File: src/rtl/btfly4_stream_ctrl_pkg.sv
`default_nettype none
// ============================================================================
//  Module      : btfly4_stream_ctrl_pkg
//  Description : Shared FFT definitions for the radix-4 butterfly stream
//                controller. Holds the controller state encoding, the group
//                size and the width of the in-group sample index.
//  Revision    : 1.0  initial release
// ============================================================================
package btfly4_stream_ctrl_pkg;

    // Samples per butterfly group: four are loaded, four are drained.
    localparam int C_GROUP_SIZE = 4;

    // Width of the load / drain sample index.
    localparam int C_IDX_W = 2;

    // Last index of a group, as an index-width value.
    localparam logic [C_IDX_W-1:0] C_LAST_IDX = C_IDX_W'(C_GROUP_SIZE - 1);

    // Controller states.
    typedef enum logic [1:0] {
        ST_LOAD  = 2'd0,
        ST_CALC  = 2'd1,
        ST_DRAIN = 2'd2
    } state_e;

endpackage : btfly4_stream_ctrl_pkg
`default_nettype wire

File: src/rtl/btfly4_stream_ctrl_btfly_4.sv
`default_nettype none
// ============================================================================
//  Module      : btfly_4
//  Description : Combinational two-pair butterfly on complex samples.
//                y0 = x0 + x2, y2 = x0 - x2, y1 = x1 + x3, y3 = x1 - x3,
//                computed separately on real and imaginary parts. Operands
//                are sign-extended to NB_OUTPUT first, so results are exact.
//  Revision    : 1.0  initial release
// ============================================================================
module btfly_4 #(
    parameter int NB_INPUT  = 8,
    parameter int NB_OUTPUT = 9
) (
    input  logic signed [NB_INPUT-1:0]  i_x0_r,
    input  logic signed [NB_INPUT-1:0]  i_x0_i,
    input  logic signed [NB_INPUT-1:0]  i_x1_r,
    input  logic signed [NB_INPUT-1:0]  i_x1_i,
    input  logic signed [NB_INPUT-1:0]  i_x2_r,
    input  logic signed [NB_INPUT-1:0]  i_x2_i,
    input  logic signed [NB_INPUT-1:0]  i_x3_r,
    input  logic signed [NB_INPUT-1:0]  i_x3_i,
    output logic signed [NB_OUTPUT-1:0] o_y0_r,
    output logic signed [NB_OUTPUT-1:0] o_y0_i,
    output logic signed [NB_OUTPUT-1:0] o_y1_r,
    output logic signed [NB_OUTPUT-1:0] o_y1_i,
    output logic signed [NB_OUTPUT-1:0] o_y2_r,
    output logic signed [NB_OUTPUT-1:0] o_y2_i,
    output logic signed [NB_OUTPUT-1:0] o_y3_r,
    output logic signed [NB_OUTPUT-1:0] o_y3_i
);

    logic signed [NB_OUTPUT-1:0] w_x0_r;
    logic signed [NB_OUTPUT-1:0] w_x0_i;
    logic signed [NB_OUTPUT-1:0] w_x1_r;
    logic signed [NB_OUTPUT-1:0] w_x1_i;
    logic signed [NB_OUTPUT-1:0] w_x2_r;
    logic signed [NB_OUTPUT-1:0] w_x2_i;
    logic signed [NB_OUTPUT-1:0] w_x3_r;
    logic signed [NB_OUTPUT-1:0] w_x3_i;

    // Sign-extend every operand to the output width before adding.
    assign w_x0_r = NB_OUTPUT'(i_x0_r);
    assign w_x0_i = NB_OUTPUT'(i_x0_i);
    assign w_x1_r = NB_OUTPUT'(i_x1_r);
    assign w_x1_i = NB_OUTPUT'(i_x1_i);
    assign w_x2_r = NB_OUTPUT'(i_x2_r);
    assign w_x2_i = NB_OUTPUT'(i_x2_i);
    assign w_x3_r = NB_OUTPUT'(i_x3_r);
    assign w_x3_i = NB_OUTPUT'(i_x3_i);

    // Even pair (x0, x2) feeds y0/y2; odd pair (x1, x3) feeds y1/y3.
    assign o_y0_r = w_x0_r + w_x2_r;
    assign o_y0_i = w_x0_i + w_x2_i;
    assign o_y2_r = w_x0_r - w_x2_r;
    assign o_y2_i = w_x0_i - w_x2_i;
    assign o_y1_r = w_x1_r + w_x3_r;
    assign o_y1_i = w_x1_i + w_x3_i;
    assign o_y3_r = w_x1_r - w_x3_r;
    assign o_y3_i = w_x1_i - w_x3_i;

endmodule : btfly_4
`default_nettype wire

File: src/rtl/btfly4_stream_ctrl.sv
`default_nettype none
// ============================================================================
//  Module      : btfly4_stream_ctrl
//  Description : Streaming radix-4 butterfly controller. Loads a group of
//                four complex samples over a valid/ready input, computes the
//                butterfly in one cycle, then drains four results over a
//                valid/ready output with first/last group markers.
//  Revision    : 1.0  initial release
// ============================================================================
module btfly4_stream_ctrl
    import btfly4_stream_ctrl_pkg::*;
#(
    parameter int NB_INPUT  = 8,
    parameter int NB_OUTPUT = 9
) (
    input  logic                        i_clock,
    input  logic                        i_reset,
    input  logic                        i_clear,
    input  logic                        i_valid,
    output logic                        o_ready,
    input  logic signed [NB_INPUT-1:0]  i_data_r,
    input  logic signed [NB_INPUT-1:0]  i_data_i,
    output logic                        o_valid,
    input  logic                        i_ready,
    output logic signed [NB_OUTPUT-1:0] o_data_r,
    output logic signed [NB_OUTPUT-1:0] o_data_i,
    output logic                        o_first,
    output logic                        o_last,
    output logic                        o_busy
);

    // The butterfly grows by one bit; anything narrower would overflow.
    generate
        if (NB_OUTPUT < NB_INPUT + 1) begin : g_width_check
            $error("btfly4_stream_ctrl: NB_OUTPUT must be at least NB_INPUT + 1");
        end
    endgenerate

    state_e                      state_q, state_d;
    logic [C_IDX_W-1:0]          k_q, k_d;
    logic [C_IDX_W-1:0]          j_q, j_d;
    logic signed [NB_INPUT-1:0]  x_r_q [C_GROUP_SIZE];
    logic signed [NB_INPUT-1:0]  x_i_q [C_GROUP_SIZE];
    logic signed [NB_INPUT-1:0]  x_r_d [C_GROUP_SIZE];
    logic signed [NB_INPUT-1:0]  x_i_d [C_GROUP_SIZE];
    logic signed [NB_OUTPUT-1:0] y_r_q [C_GROUP_SIZE];
    logic signed [NB_OUTPUT-1:0] y_i_q [C_GROUP_SIZE];
    logic signed [NB_OUTPUT-1:0] y_r_d [C_GROUP_SIZE];
    logic signed [NB_OUTPUT-1:0] y_i_d [C_GROUP_SIZE];

    logic signed [NB_OUTPUT-1:0] w_bf_r [C_GROUP_SIZE];
    logic signed [NB_OUTPUT-1:0] w_bf_i [C_GROUP_SIZE];

    logic w_ready;
    logic w_valid;

    btfly_4 #(
        .NB_INPUT  (NB_INPUT),
        .NB_OUTPUT (NB_OUTPUT)
    ) u_btfly_4 (
        .i_x0_r (x_r_q[0]),
        .i_x0_i (x_i_q[0]),
        .i_x1_r (x_r_q[1]),
        .i_x1_i (x_i_q[1]),
        .i_x2_r (x_r_q[2]),
        .i_x2_i (x_i_q[2]),
        .i_x3_r (x_r_q[3]),
        .i_x3_i (x_i_q[3]),
        .o_y0_r (w_bf_r[0]),
        .o_y0_i (w_bf_i[0]),
        .o_y1_r (w_bf_r[1]),
        .o_y1_i (w_bf_i[1]),
        .o_y2_r (w_bf_r[2]),
        .o_y2_i (w_bf_i[2]),
        .o_y3_r (w_bf_r[3]),
        .o_y3_i (w_bf_i[3])
    );

    // Handshake qualifiers; reset forces both low so nothing moves during it.
    assign w_ready = (state_q == ST_LOAD)  && !i_reset;
    assign w_valid = (state_q == ST_DRAIN) && !i_reset;

    // Next-state, slot capture, butterfly register and index logic.
    always_comb begin
        state_d = state_q;
        k_d     = k_q;
        j_d     = j_q;
        x_r_d   = x_r_q;
        x_i_d   = x_i_q;
        y_r_d   = y_r_q;
        y_i_d   = y_i_q;

        if (i_clear) begin
            // Abort: restart loading; stale slots are overwritten later.
            state_d = ST_LOAD;
            k_d     = '0;
            j_d     = '0;
        end else begin
            case (state_q)
                ST_LOAD: begin
                    if (i_valid && w_ready) begin
                        x_r_d[k_q] = i_data_r;
                        x_i_d[k_q] = i_data_i;
                        k_d        = k_q + 1'b1;
                        if (k_q == C_LAST_IDX) begin
                            state_d = ST_CALC;
                        end
                    end
                end
                ST_CALC: begin
                    y_r_d   = w_bf_r;
                    y_i_d   = w_bf_i;
                    state_d = ST_DRAIN;
                end
                ST_DRAIN: begin
                    if (w_valid && i_ready) begin
                        j_d = j_q + 1'b1;
                        if (j_q == C_LAST_IDX) begin
                            state_d = ST_LOAD;
                        end
                    end
                end
                default: begin
                    state_d = ST_LOAD;
                    k_d     = '0;
                    j_d     = '0;
                end
            endcase
        end
    end

    // State, index and data registers with synchronous reset.
    always_ff @(posedge i_clock) begin
        if (i_reset) begin
            state_q <= ST_LOAD;
            k_q     <= '0;
            j_q     <= '0;
            for (int s = 0; s < C_GROUP_SIZE; s++) begin
                x_r_q[s] <= '0;
                x_i_q[s] <= '0;
                y_r_q[s] <= '0;
                y_i_q[s] <= '0;
            end
        end else begin
            state_q <= state_d;
            k_q     <= k_d;
            j_q     <= j_d;
            x_r_q   <= x_r_d;
            x_i_q   <= x_i_d;
            y_r_q   <= y_r_d;
            y_i_q   <= y_i_d;
        end
    end

    // Outputs are qualified by valid, which also zeroes them during reset.
    assign o_ready  = w_ready;
    assign o_valid  = w_valid;
    assign o_data_r = w_valid ? y_r_q[j_q] : '0;
    assign o_data_i = w_valid ? y_i_q[j_q] : '0;
    assign o_first  = w_valid && (j_q == '0);
    assign o_last   = w_valid && (j_q == C_LAST_IDX);
    assign o_busy   = !i_reset && ((state_q != ST_LOAD) || (k_q != '0));

endmodule : btfly4_stream_ctrl
`default_nettype wire
File: config.mk
export PLATFORM = sky130hd
export DESIGN_NAME = btfly4_stream_ctrl
export DESIGN_NICKNAME = d
export VERILOG_FILES = /design/src/rtl/btfly4_stream_ctrl_pkg.sv /design/src/rtl/btfly4_stream_ctrl_btfly_4.sv /design/src/rtl/btfly4_stream_ctrl.sv
export SDC_FILE = /design/constraint.sdc
export NUM_CORES = 1
export LEC_CHECK = 0
export ABC_AREA = 0
export BUFFER_PORTS_ARGS = -buffer_cell sky130_fd_sc_hd__buf_2
export CAP_MARGIN = 20
export CORE_UTILIZATION = 40
export CTS_BUF_LIST = sky130_fd_sc_hd__clkbuf_4 sky130_fd_sc_hd__clkbuf_8 sky130_fd_sc_hd__clkbuf_16
export DETAILED_ROUTE_END_ITERATION = 8
export GPL_TIMING_DRIVEN = 0
export PLACE_DENSITY = 0.6
export SYNTH_ARGS = -nofsm -noshare
export SYNTH_HDL_FRONTEND = slang
export SYNTH_HIERARCHICAL = 1
export SYNTH_SLANG_ARGS = --single-unit
File: constraint.sdc
create_clock -name i_clock -period 2.5 [get_ports i_clock]
set_input_delay 0.375 -clock i_clock [delete_from_list [all_inputs] [get_ports i_clock]]
set_output_delay 0.375 -clock i_clock [all_outputs]
set_load 0.1 [all_outputs]
==> impl_metrics.json <==
{
  "synth_edf_count": 0,
  "p_sw_share_pct": 21.3,
  "synth-seq-cells": 142,
  "post-route-min-period_ps": 2410,
  "end_kind": "primary output",
  "cap_violations": 0,
  "yosysWarnings": 6,
  "netlist_area_um2": 8820,
  "via_count": 7401,
  "synthArstFlopShare_pct": 0,
  "worst_ep_arrival_time_ps": 2030,
  "hold_buffers": 0,
  "path_class": "reg2out",
  "required_ps": 2120,
  "worst_setup_path_start_kind": "flop",
  "cts_buffers": 17,
  "hold_viol_final": 0,
  "cts_buffer_depth": 2,
  "final-max-slew-violation-count": 0,
  "grt_pass1_wl_um": 37000,
  "combPwrFrac_pct": 5.6,
  "hp-start": "i_data_i[1]",
  "clkTransAtPathRegs_ps": 60,
  "dp_hpwl_um": 17800,
  "leakage_nw": 3.87,
  "viasPerCell": 5.10,
  "syn_nets": 1207,
  "p_seq_share_pct": 41.2,
  "rr_worst_depth": 9,
  "rr_endpoint": "y_i_q[33]",
  "syn_avg_cell_area_um2": 8.00,
  "report.power.total_w": 0.00555,
  "drive_above_1_share_pct": 16.2,
  "grt_use_total_pct": 21.4,
  "holdPathStages": 3,
  "grt_overflow": 0,
  "synth_cell_types": 52,
  "cts-root-buf": "clkbuf_16",
  "grt_max_degree": 17,
  "tightest_slew_ps": 784,
  "setup_viol": 0,
  "dr.pass1.iters": 4,
  "synth_flop_cell": "dfxtp_1",
  "die-width_um": 151,
  "nets": 1269,
  "reg2reg_from": "x_i_q[24]",
  "dieArea_um2": 22700,
  "worstPathMaxFanout": 10,
  "p_sw_w": 0.00118,
  "fin_crit_sh_pct": 96.3,
  "core_area_um2": 21400,
  "numPortBuffers": 43,
  "grt_pass1_vias": 6922,
  "insertion_delay_ps": 420,
  "wl_um": 22800,
  "pin_count": 44,
  "die-height_um": 151,
  "p_clk_share_pct": 53.1,
  "skew_ps": 6.54,
  "status": "completed",
  "vdd_drop_max_mv": 0.412,
  "final_core_util_pct": 47.8,
  "rows": 53,
  "place_congestion": 0.846,
  "seq_area_frac_synth_pct": 32.2,
  "fillCellCount": 2181,
  "min_to": "x_i_q[9]",
  "timing.fmax_ghz": 0.415,
  "htreeDepth": 4,
  "cts_tree": "yes",
  "hp-class": "in2reg",
  "syn_inst": 1103,
  "r2r_slack_ps": 200,
  "diodes": 0,
  "internal_power_w": 0.00436,
  "slew_headroom_pct": 47.4,
  "drt_iter0_drc": 430,
  "cts.sinks": 142,
  "start_util_pct": 41.3,
  "post-route-drc-count": 0,
  "area_delta_synth_final_pct": 15.6,
  "cts_setup_buffers": 0,
  "antenna_found_initial": 0,
  "ant_nets": 0,
  "rsz0062_at_grt": "false",
  "wl_per_cell_um": 15.7,
  "p_per_area_nw_per_um2": 544
}
## state kept, by name, summed over array words and instances, names as in the netlist
register	cells
y_i_q	36
y_r_q	36
x_i_q	32
x_r_q	32
j_q	2
k_q	2
state_q	2
## layer usage
metal	up-vias	global-route usage (%)	wire, um	share of wire, %
met5	-	0	0	0
met4	0	5.91	286	1.3
met3	20	3.52	1190	5.2
met2	153	32.0	9640	42
met1	3434	31.4	11600	51
li1	3794	-	-	-
## logic make-up (layout without fill, tap and decap cells)
kind of cell	after synthesis	after routing	share of synthesized area, %
AO/OA/AOI/OAI	260	260	18.1
AND/OR/NAND/NOR	398	398	19.9
XOR/XNOR	40	40	3.97
multiplexers	21	21	4.93
flip-flops	142	142	32.2
adder cells (fa/ha/maj)	83	83	12.5
buffers and inverters	159	232	8.41
## cells in the mapped netlist, types with 5 or more instances
cell type	number	area (um2)
mux4_2	18	405
buf_2	26	130
nand2_1	240	901
nor2_1	37	139
ha_1	75	938
nor2_2	5	31.3
a21oi_2	20	175
o21ai_0	29	145
nor2b_1	13	81.3
xnor2_1	32	280
o21bai_1	8	60.1
and2_1	20	125
a21oi_1	169	846
fa_1	8	160
nand3_1	39	195
clkbuf_1	30	113
buf_4	10	75.1
nor3_1	14	70.1
buf_6	7	78.8
inv_1	77	289
dfxtp_1	142	2840
xor2_1	8	70.1
nand2b_1	9	56.3
## worst max-delay path: stages (launching register included)
cell and delay, ps:
dfxtp_1 350, clkbuf_4 270, mux4_2 550, and2_2 210, buf_4 230
## placed cells by master (no fill, tap or decap), drive strengths merged, types with 2 or more instances in the layout
| master | Yosys | layout |
|---|---|---|
| nand2 | 242 | 242 |
| nand3 | 39 | 39 |
| mux4 | 18 | 18 |
| dfxtp | 142 | 142 |
| nor2 | 42 | 42 |
| a21oi | 189 | 189 |
| a41oi | 4 | 4 |
| ha | 75 | 75 |
| nand3b | 2 | 2 |
| o21bai | 8 | 8 |
| and2 | 20 | 20 |
| mux2i | 3 | 3 |
| a22o | 4 | 4 |
| o21a | 3 | 3 |
| nand2b | 9 | 9 |
| nor3b | 2 | 2 |
| nor2b | 13 | 13 |
| bufinv | 0 | 7 |
| nand4 | 2 | 2 |
| a31oi | 4 | 4 |
| buf | 48 | 90 |
| fa | 8 | 8 |
| nor4 | 4 | 4 |
| and3 | 2 | 2 |
| inv | 81 | 81 |
| a221oi | 8 | 8 |
| o31ai | 4 | 4 |
| or3 | 4 | 4 |
| clkinv | 0 | 4 |
| xor2 | 8 | 8 |
| xnor2 | 32 | 32 |
| o21ai | 29 | 29 |
| clkbuf | 30 | 49 |
| nor3 | 14 | 14 |
## metrics by stage
| step | hold slack [ps] | setup TNS, ps | std cells | cell area [um2] | worst slack (ps) |
|---|---|---|---|---|---|
| final | 233 | 0 | 1451 | 10200 | 92.9 |
| after global routing | 236 | 0 | 1451 | 10200 | 7.02 |
| after CTS | 232 | 0 | 1451 | 10100 | 4.36 |
| after detailed placement | 443 | 0 | 1421 | 9400 | 117 |
| after global placement | 439 | 0 | 1421 | 9400 | 128 |
| after floorplan | 433 | -46.7 | 1103 | 8840 | -46.7 |
## power by group through the flow
stage | Clock, W | Sequential, W | Combinational, W
2_1_floorplan | 0 | 0.00233 | 0.000209
3_3_place_gp | 0 | 0.00234 | 0.000310
3_5_place_dp | 0 | 0.00234 | 0.000310
4_1_cts | 0.00298 | 0.00229 | 0.000312
5_1_grt | 0.00309 | 0.00229 | 0.000343
6_report | 0.00295 | 0.00229 | 0.000313
## repair_timing
action	CTS	global route
setup endpoints to repair	21	20
gates resized for setup	24	17
endpoints found under the hold margin	0	0
## final cells by class
cell class	count	area [um2]	share of cell area (%)
buffer	78	457	4.48
tap	275	344	3.37
timing repair buffer	43	308	3.02
clock inverter	12	241	2.37
sequential	142	2840	27.9
inverter	81	304	2.98
multi-input combinational	802	5270	51.6
clock buffer	18	439	4.31
## how the worst max path moves through the flow
stage | startpoint | to | slack (ps)
detailed placement | state_q[0] | o_data_i[8] | 120
global route | state_q[0] | o_valid | 7
global placement | state_q[0] | o_data_r[8] | 130
finish | j_q[0] | o_data_r[6] | 90
CTS | j_q[0] | o_data_r[6] | 4
floorplan | state_q[0] | o_data_i[0] | -50
No activity file was read; power rests on OpenSTA's default activity.
